$ cat config.mk
export PLATFORM = sky130hd
export DESIGN_NAME = ring_fifo
export DESIGN_NICKNAME = d
export VERILOG_FILES = /design/src/rtl/ring_fifo.sv
export SDC_FILE = /design/constraint.sdc
export NUM_CORES = 1
export LEC_CHECK = 0
export CORE_ASPECT_RATIO = 1.1
export CORE_UTILIZATION = 45
export DETAILED_ROUTE_END_ITERATION = 10
export GPL_ROUTABILITY_DRIVEN = 0
export HOLD_SLACK_MARGIN = 0.08
export PLACE_DENSITY = 0.7
export SLEW_MARGIN = 20
export SYNTH_ARGS = -nofsm -noshare
export SYNTH_HDL_FRONTEND = slang
export SYNTH_SLANG_ARGS = --single-unit
$ cat constraint.sdc
create_clock -name clk -period 3.7 [get_ports clk]
set_input_delay 0.74 -clock clk [delete_from_list [all_inputs] [get_ports clk]]
set_output_delay 0.74 -clock clk [all_outputs]
set_load 0.1 [all_outputs]
$ cat src/rtl/ring_fifo.sv
// Parametrised synchronous ring FIFO with request/done handshakes, occupancy
// count, almost-full/empty thresholds, flush and a sticky overflow flag.
`ifndef LEN_RING_BUF_ADDR
`define LEN_RING_BUF_ADDR 4
`endif

module ring_fifo #(
  parameter int WIDTH    = 8,
  parameter int LEN_ADDR = `LEN_RING_BUF_ADDR,
  parameter int AF_LEVEL = (2**LEN_ADDR) - 1,
  parameter int AE_LEVEL = 1
) (
  input  logic                clk,
  input  logic                rstn,
  input  logic                flush,
  input  logic                push,
  input  logic [WIDTH-1:0]    push_data,
  output logic                push_done,
  input  logic                pop,
  output logic [WIDTH-1:0]    pop_data,
  output logic                pop_done,
  output logic [LEN_ADDR:0]   count,
  output logic                full,
  output logic                empty,
  output logic                almost_full,
  output logic                almost_empty,
  output logic                overflow
);

  localparam int DEPTH = 2**LEN_ADDR;
  localparam logic [LEN_ADDR:0] DEPTH_C = (LEN_ADDR+1)'(DEPTH);
  localparam logic [LEN_ADDR:0] AF_C    = (LEN_ADDR+1)'(AF_LEVEL);
  localparam logic [LEN_ADDR:0] AE_C    = (LEN_ADDR+1)'(AE_LEVEL);

  logic [WIDTH-1:0]    mem [DEPTH];
  logic [LEN_ADDR-1:0] wr_ptr;
  logic [LEN_ADDR-1:0] rd_ptr;
  logic                wr_en;

  // Flags come from the count register only, so every slot is usable.
  assign full         = (count == DEPTH_C);
  assign empty        = (count == '0);
  assign almost_full  = (count >= AF_C);
  assign almost_empty = (count <= AE_C);

  // A full FIFO still accepts a write when a pop frees the head slot this cycle.
  assign wr_en = rstn && !flush && push && (pop || !full);

  always_ff @(posedge clk) begin
    if (wr_en)
      mem[wr_ptr] <= push_data;
  end

  always_ff @(posedge clk) begin
    if (!rstn) begin
      wr_ptr    <= '0;
      rd_ptr    <= '0;
      count     <= '0;
      pop_data  <= '0;
      push_done <= 1'b0;
      pop_done  <= 1'b0;
      overflow  <= 1'b0;
    end else if (flush) begin
      wr_ptr    <= '0;
      rd_ptr    <= '0;
      count     <= '0;
      push_done <= 1'b0;
      pop_done  <= 1'b0;
      overflow  <= 1'b0;
    end else begin
      push_done <= 1'b0;
      pop_done  <= 1'b0;
      if (push && pop) begin
        // Empty bypass forwards the incoming word; otherwise the old head leaves.
        pop_data  <= empty ? push_data : mem[rd_ptr];
        wr_ptr    <= wr_ptr + 1'b1;
        rd_ptr    <= rd_ptr + 1'b1;
        push_done <= 1'b1;
        pop_done  <= 1'b1;
      end else if (push) begin
        if (!full) begin
          wr_ptr    <= wr_ptr + 1'b1;
          count     <= count + 1'b1;
          push_done <= 1'b1;
        end else begin
          overflow <= 1'b1;
        end
      end else if (pop) begin
        if (!empty) begin
          pop_data <= mem[rd_ptr];
          rd_ptr   <= rd_ptr + 1'b1;
          count    <= count - 1'b1;
          pop_done <= 1'b1;
        end
      end
    end
  end

endmodule
==> results of run 1 <==
## report_power, final
part	internal, W	switching [W]	total (W)
Combinational	0.0000907	0.000215	0.000305
Sequential	0.00191	0.0000216	0.00194
Clock	0.00109	0.000639	0.00173
## final cells by class
class                      instances  area [um2]
clock inverter                     7        71.3
clock buffer                      25         543
multi-input combinational        185        1820
fill                            1050        6210
sequential                       156        4410
tap                              188         235
inverter                           8        30.0
timing repair buffer              55         483
## Yosys cell counts, types with 4 or more instances
cell,instances,area (um2)
sky130_fd_sc_hd__a311o_1,4,40.0
sky130_fd_sc_hd__buf_2,4,20.0
sky130_fd_sc_hd__buf_6,4,45.0
sky130_fd_sc_hd__clkbuf_1,14,52.6
sky130_fd_sc_hd__dfxtp_1,28,561
sky130_fd_sc_hd__edfxtp_1,128,3840
sky130_fd_sc_hd__ha_1,10,125
sky130_fd_sc_hd__inv_1,8,30.0
sky130_fd_sc_hd__mux2i_1,18,180
sky130_fd_sc_hd__mux4_2,33,743
sky130_fd_sc_hd__nand2_1,15,56.3
sky130_fd_sc_hd__nand3_1,4,20.0
sky130_fd_sc_hd__nor2_1,30,113
sky130_fd_sc_hd__nor3_1,11,55.1
sky130_fd_sc_hd__o21a_1,4,30.0
sky130_fd_sc_hd__o22ai_1,7,43.8
sky130_fd_sc_hd__xnor2_1,6,52.6
sky130_fd_sc_hd__xor2_1,5,43.8
## per-stage QoR
stage	power, W	instance area [um2]	util [%]	setup slack, ns
4_1_cts	0.00400	7590	55.0	0.771
6_report	0.00397	7590	55.0	0.805
5_1_grt	0.00410	7590	55.0	0.699
2_1_floorplan	0.00219	6360	-	0.470
3_3_place_gp	0.00227	6970	50.5	1.01
3_5_place_dp	0.00228	6970	50.5	0.925
## routing by layer
layer  vias up  GRT usage (%)
li1       1568              -
met1      1751           24.2
met2       121           30.7
met3        20           5.02
met4         0           7.26
met5         -              0
## cell families (layout without fill, tap and decap cells)
group                    after synthesis  in the layout  share of synthesized area [%]
AND/OR/NAND/NOR                       81             81                           6.31
multiplexers                          51             51                           14.5
adder cells (fa/ha/maj)               10             10                           1.97
AO/OA/AOI/OAI                         32             32                           4.09
XOR/XNOR                              11             11                           1.51
buffers and inverters                 31             95                           2.38
flip-flops                           156            156                           69.2
## worst max-delay path by stage
stage / start / end / slack (ns) / cells after the start
6_report: count[2]$_SDFFE_PP0P_ / count[2] / 0.80 / 1
5_1_grt: count[0]$_SDFFE_PP0P_ / empty / 0.70 / 5
4_1_cts: count[2]$_SDFFE_PP0P_ / count[2] / 0.77 / 1
3_5_place_dp: rstn / mem[5][2]$_DFFE_PP_ / 0.93 / 5
3_3_place_gp: rstn / mem[7][0]$_DFFE_PP_ / 1.01 / 5
2_1_floorplan: count[0]$_SDFFE_PP0P_ / mem[1][0]$_DFFE_PP_ / 0.47 / 6
## flip-flops by register name (all words and copies together) (netlist names), named ones only
name	count
mem	128
pop_data	8
count	5
rd_ptr	4
wr_ptr	4
overflow	1
pop_done	1
push_done	1
==> impl_metrics.xml, run 1 <==
<?xml version="1.0" encoding="UTF-8"?>
<metrics>
  <group name="status">
    <metric name="run_status" unit="">finished clean</metric>
  </group>
  <group name="synthesis">
    <metric name="synthesized_netlist_net_count" unit="">395</metric>
    <metric name="synth_async_sr_flop_share" unit="%">0</metric>
    <metric name="ys_types" unit="">41</metric>
    <metric name="syn_area" unit="um2">6360</metric>
    <metric name="synth_seq_cells" unit="">156</metric>
    <metric name="synth_ff_type" unit="">sky130_fd_sc_hd__edfxtp_1</metric>
    <metric name="netlist_instances" unit="">372</metric>
    <metric name="synth-edff-count" unit="">128</metric>
    <metric name="synth.yosys.warnings" unit="">0</metric>
    <metric name="synth-seq-area-share" unit="%">69.2</metric>
    <metric name="syn_avg_cell_area" unit="um2">17.1</metric>
  </group>
  <group name="setup_path">
    <metric name="crit_family" unit="">buffers and inverters</metric>
    <metric name="cell_count_of_the_worst_reg_to_reg_path" unit="">6</metric>
    <metric name="worst-endpoint-required" unit="ns">2.96</metric>
    <metric name="critical_path.reg2reg.endpoint" unit="">mem[5][2]$_DFFE_PP_</metric>
    <metric name="timing.critical_path.arrival" unit="ns">2.16</metric>
    <metric name="critical_path_peak_fanout" unit="">10</metric>
    <metric name="endpoint_kind" unit="">output pin</metric>
    <metric name="crit_chain" unit="">clkdlybuf4s50_1</metric>
    <metric name="reg2reg_slack" unit="ns">1.28</metric>
    <metric name="r2r-start" unit="">count[0]$_SDFFE_PP0P_</metric>
    <metric name="cpPeakStageDelay" unit="ns">1.21</metric>
    <metric name="crit_buf_inv" unit="">1</metric>
    <metric name="worst_setup_sp_type" unit="">register</metric>
    <metric name="cp_slowest_cell" unit="">sky130_fd_sc_hd__clkdlybuf4s50_1</metric>
    <metric name="path_class" unit="">register to output pin</metric>
  </group>
  <group name="sta">
    <metric name="layout_worst_path_cycle_share" unit="%">78.2</metric>
    <metric name="finalSetupViolCount" unit="">0</metric>
    <metric name="finalCriticalPeriod" unit="ns">2.90</metric>
    <metric name="final-hold-violation-count" unit="">0</metric>
    <metric name="drv_slew" unit="">0</metric>
    <metric name="final.setup_skew" unit="ns">0.00801</metric>
    <metric name="timing.setup.tns" unit="ns">0</metric>
    <metric name="tightestPinTransition" unit="ns">1.04</metric>
    <metric name="holdWs" unit="ns">0.485</metric>
    <metric name="max_clock_freq" unit="MHz">345</metric>
    <metric name="slew-limit-headroom" unit="%">30.5</metric>
    <metric name="rsz0062_at_grt" unit="">false</metric>
  </group>
  <group name="route">
    <metric name="route.detailed.drc" unit="">0</metric>
    <metric name="detail-route-antenna-nets" unit="">0</metric>
    <metric name="met2_length" unit="um">6360</metric>
    <metric name="route.vias.total" unit="">3460</metric>
    <metric name="drt_pass1_iterations" unit="">4</metric>
    <metric name="drt-met1-wl" unit="um">5040</metric>
    <metric name="routedWlPerCell" unit="um">19.9</metric>
    <metric name="drtIter0Drc" unit="">341</metric>
    <metric name="met3RoutedLength" unit="um">780</metric>
    <metric name="avgViaCountPerCell" unit="">5.54</metric>
    <metric name="top_layer" unit="">met4</metric>
    <metric name="route.final.wire_length" unit="um">12400</metric>
  </group>
  <group name="clock_network">
    <metric name="clock_sink_count" unit="">156</metric>
    <metric name="postCtsHoldBufs" unit="">0</metric>
    <metric name="ctsHtreeMaxLevel" unit="">4</metric>
    <metric name="clkTransAtPathRegs" unit="ns">0.06</metric>
    <metric name="clock_tree_from_tritoncts" unit="">built</metric>
    <metric name="postCtsSetupRepairBufs" unit="">0</metric>
    <metric name="tritoncts.num_buffers" unit="">17</metric>
    <metric name="clockRootBuffer" unit="">sky130_fd_sc_hd__clkbuf_16</metric>
    <metric name="ctsLongestPathBuffers" unit="">2</metric>
    <metric name="cts-resized-gates" unit="">0</metric>
    <metric name="clk-insertion-delay-late" unit="ns">0.42</metric>
  </group>
  <group name="floorplan">
    <metric name="die_area" unit="um2">14600</metric>
    <metric name="rows" unit="">45</metric>
    <metric name="floorplan.initialDensity" unit="%">46.1</metric>
    <metric name="die-width" unit="um">115</metric>
    <metric name="io_pins" unit="">33</metric>
    <metric name="core_area" unit="um2">13800</metric>
    <metric name="die_h" unit="um">127</metric>
  </group>
  <group name="grt">
    <metric name="grt_pass1_wl" unit="um">19800</metric>
    <metric name="antenna_violations_before_repair" unit="">0</metric>
    <metric name="grt-ovfl-total" unit="">0</metric>
    <metric name="grt_use_total" unit="%">18.9</metric>
    <metric name="maximum_number_of_pins_on_one_net_before_global_route_repair" unit="">33</metric>
    <metric name="number_of_global_route_vias_before_repair" unit="">3569</metric>
  </group>
  <group name="final_layout">
    <metric name="mostFrequentLayoutCells" unit="">sky130_fd_sc_hd__edfxtp_1 (128), sky130_fd_sc_hd__mux4_2 (33), sky130_fd_sc_hd__nor2_1 (30)</metric>
    <metric name="antenna_cells_inserted" unit="">0</metric>
    <metric name="finish.cell_count_without_fillers" unit="">624</metric>
    <metric name="area_delta_synth_final" unit="%">19.3</metric>
    <metric name="drive_gt1_share" unit="%">22.7</metric>
    <metric name="nets" unit="">446</metric>
    <metric name="layout.cells.most_common" unit="">sky130_fd_sc_hd__edfxtp_1</metric>
  </group>
  <group name="min_path">
    <metric name="worstHoldStart" unit="">overflow$_SDFFE_PP0P_</metric>
    <metric name="hold_path.class" unit="">register to register</metric>
    <metric name="hold-path-cell-count" unit="">2</metric>
    <metric name="timing.hold.worst_endpoint" unit="">overflow$_SDFFE_PP0P_</metric>
  </group>
  <group name="power">
    <metric name="power_leakage" unit="nW">2.46</metric>
    <metric name="worst_vdd_rail_ir_drop" unit="mV">0.326</metric>
    <metric name="p_per_area" unit="nW/um2">523</metric>
  </group>
  <group name="place">
    <metric name="placedCellCount" unit="">592</metric>
    <metric name="port-buffer-count" unit="">32</metric>
    <metric name="post-dp-hpwl" unit="um">8060</metric>
  </group>
  <group name="job">
    <metric name="cap_viol_max_count" unit="">0</metric>
  </group>
</metrics>
Power figures use the tool's default switching activity.
==> run 2: changes to the inputs <==
PLACE_DENSITY = 0.72   (was 0.7)
clock period = 2.45 ns   (was 3.7 ns; I/O delays follow)
==> run 2 against run 1 <==
Net effect:
- critical path depth is 6 higher
- critical endpoint is now pop_data[6]$_SDFFE_PN0P_
- sequential power increased by 50%
- combinational power rose by 69%
- largest power group unchanged
- final cell count rose by 2.2%
==> impl_metrics.xml, run 2 (same netlist as run 1, synthesis figures left out) <==
<?xml version="1.0" encoding="UTF-8"?>
<metrics>
  <group name="setup_path">
    <metric name="path_class" unit="">register to register</metric>
    <metric name="worst_setup_sp_type" unit="">register</metric>
    <metric name="crit_chain" unit="">inv_1 &gt; ha_1 &gt; or4b_4 &gt; buf_4 &gt; nand4b_1 &gt; o22ai_1 &gt; a311o_2</metric>
    <metric name="cp_slowest_cell" unit="">sky130_fd_sc_hd__or4b_4</metric>
    <metric name="critical_path_peak_fanout" unit="">8</metric>
    <metric name="worst-endpoint-required" unit="ns">2.74</metric>
    <metric name="cpPeakStageDelay" unit="ns">0.49</metric>
    <metric name="timing.critical_path.arrival" unit="ns">2.63</metric>
    <metric name="endpoint_kind" unit="">register</metric>
  </group>
  <group name="final_layout">
    <metric name="area_delta_synth_final" unit="%">21.9</metric>
    <metric name="finish.cell_count_without_fillers" unit="">638</metric>
    <metric name="top_regs" unit="">mem: 128 flops, pop_data: 8 flops, count: 5 flops</metric>
    <metric name="mostFrequentLayoutCells" unit="">sky130_fd_sc_hd__edfxtp_1 (128), sky130_fd_sc_hd__buf_4 (52), sky130_fd_sc_hd__mux4_2 (33)</metric>
    <metric name="registers.top_by_ff_count" unit="">mem</metric>
    <metric name="finish.instance_area" unit="um2">7750</metric>
    <metric name="nets" unit="">460</metric>
    <metric name="layout.cells.most_common" unit="">sky130_fd_sc_hd__edfxtp_1</metric>
    <metric name="drive_gt1_share" unit="%">31.3</metric>
    <metric name="antenna_cells_inserted" unit="">0</metric>
    <metric name="max_ffs_per_register" unit="">128</metric>
  </group>
  <group name="sta">
    <metric name="final.setup_skew" unit="ns">0.0103</metric>
    <metric name="layout_worst_path_cycle_share" unit="%">95.5</metric>
    <metric name="layout_setup_ws" unit="ns">0.110</metric>
    <metric name="finalSetupViolCount" unit="">0</metric>
    <metric name="max_clock_freq" unit="MHz">427</metric>
    <metric name="final-hold-violation-count" unit="">0</metric>
    <metric name="tightestPinTransition" unit="ns">0.808</metric>
    <metric name="finalCriticalPeriod" unit="ns">2.34</metric>
    <metric name="timing.setup.tns" unit="ns">0</metric>
    <metric name="drv_slew" unit="">0</metric>
    <metric name="slew-limit-headroom" unit="%">46.0</metric>
    <metric name="rsz0062_at_grt" unit="">false</metric>
  </group>
  <group name="clock_network">
    <metric name="tritoncts.num_buffers" unit="">17</metric>
    <metric name="clk-insertion-delay-late" unit="ns">0.41</metric>
    <metric name="clock_sink_count" unit="">156</metric>
    <metric name="clkTransAtPathRegs" unit="ns">0.06</metric>
    <metric name="ctsLongestPathBuffers" unit="">2</metric>
    <metric name="postCtsSetupRepairBufs" unit="">1</metric>
    <metric name="clockRootBuffer" unit="">sky130_fd_sc_hd__clkbuf_16</metric>
    <metric name="clock_tree_from_tritoncts" unit="">built</metric>
    <metric name="cts-resized-gates" unit="">0</metric>
    <metric name="ctsHtreeMaxLevel" unit="">4</metric>
    <metric name="postCtsHoldBufs" unit="">0</metric>
  </group>
  <group name="floorplan">
    <metric name="io_pins" unit="">33</metric>
    <metric name="floorplan.initialDensity" unit="%">46.1</metric>
    <metric name="core_area" unit="um2">13800</metric>
    <metric name="die_area" unit="um2">14600</metric>
    <metric name="die_h" unit="um">127</metric>
    <metric name="rows" unit="">45</metric>
    <metric name="die-width" unit="um">115</metric>
  </group>
  <group name="route">
    <metric name="routedWlPerCell" unit="um">20.8</metric>
    <metric name="route.detailed.drc" unit="">0</metric>
    <metric name="drt_pass1_iterations" unit="">4</metric>
    <metric name="avgViaCountPerCell" unit="">5.54</metric>
    <metric name="drt-met1-wl" unit="um">5540</metric>
    <metric name="route.final.wire_length" unit="um">13300</metric>
    <metric name="top_layer" unit="">met4</metric>
    <metric name="met3RoutedLength" unit="um">733</metric>
    <metric name="drtIter0Drc" unit="">323</metric>
    <metric name="met2_length" unit="um">6720</metric>
    <metric name="detail-route-antenna-nets" unit="">0</metric>
    <metric name="route.vias.total" unit="">3533</metric>
  </group>
  <group name="job">
    <metric name="cap_viol_max_count" unit="">0</metric>
  </group>
  <group name="power">
    <metric name="worst_vdd_rail_ir_drop" unit="mV">0.439</metric>
    <metric name="p_per_area" unit="nW/um2">778</metric>
    <metric name="power_leakage" unit="nW">2.58</metric>
  </group>
  <group name="place">
    <metric name="placement.setup.worst_slack" unit="ns">0.00365</metric>
    <metric name="port-buffer-count" unit="">32</metric>
    <metric name="cell_area_placed" unit="um2">7130</metric>
    <metric name="post-dp-hpwl" unit="um">9100</metric>
    <metric name="placedCellCount" unit="">605</metric>
  </group>
  <group name="status">
    <metric name="run_status" unit="">finished clean</metric>
  </group>
  <group name="grt">
    <metric name="grt_pass1_wl" unit="um">21000</metric>
    <metric name="antenna_violations_before_repair" unit="">0</metric>
    <metric name="grt_use_total" unit="%">20.0</metric>
    <metric name="maximum_number_of_pins_on_one_net_before_global_route_repair" unit="">33</metric>
    <metric name="grt-ovfl-total" unit="">0</metric>
    <metric name="number_of_global_route_vias_before_repair" unit="">3738</metric>
  </group>
  <group name="min_path">
    <metric name="hold_path.class" unit="">register to register</metric>
  </group>
</metrics>
-- run 2: power breakdown --
group	internal [W]	switching, W	total [W]
sequential	0.00289	0.0000226	0.00291
clock	0.00162	0.000982	0.00260
combinational	0.000162	0.000353	0.000516
total	0.00467	0.00136	0.00603
-- run 2: per-layer routing --
layer  track usage (%)  vias to the layer above
met5                 0                        -
met4              8.33                        0
met3              5.06                       19
met2              32.4                      127
met1              25.7                     1798
li1                  -                     1589
-- run 2: worst max-delay path: cells and delay by family, from the launching register on --
family / cells / cell delay, ns
compound gates: 2 / 0.52
fa+ha+maj: 1 / 0.19
buf+inv: 2 / 0.28
flops: 1 / 0.37
simple gates: 2 / 0.85
-- run 2: final cells by class --
cell class	count	area (um2)
Multi-Input combinational cell	185	1850
Sequential cell	156	4420
Clock inverter	6	40.0
Inverter	8	33.8
Tap cell	188	235
Timing Repair Buffer	69	611
Clock buffer	26	572
Fill cell	1052	6040
-- run 2: through the flow --
step / util (%) / total power, W / hold WS [ns]
after detailed placement: 51.7 / 0.00348 / 0.471
after global routing: 56.2 / 0.00620 / 0.528
after floorplan: - / 0.00331 / 0.495
after CTS: 56.2 / 0.00607 / 0.497
final: 56.2 / 0.00603 / 0.498
after global placement: 51.7 / 0.00347 / 0.489
-- run 2: final timing paths --
path | start | to | slack, ns | cells past startpoint
setup / recovery | count[1]$_SDFFE_PP0P_ | pop_data[6]$_SDFFE_PN0P_ | 0.11 | 7
hold reg to reg | overflow$_SDFFE_PP0P_ | overflow$_SDFFE_PP0P_ | 0.50 | 2
hold / removal | overflow$_SDFFE_PP0P_ | overflow$_SDFFE_PP0P_ | 0.50 | 2
setup reg to reg | count[1]$_SDFFE_PP0P_ | pop_data[6]$_SDFFE_PN0P_ | 0.11 | 7
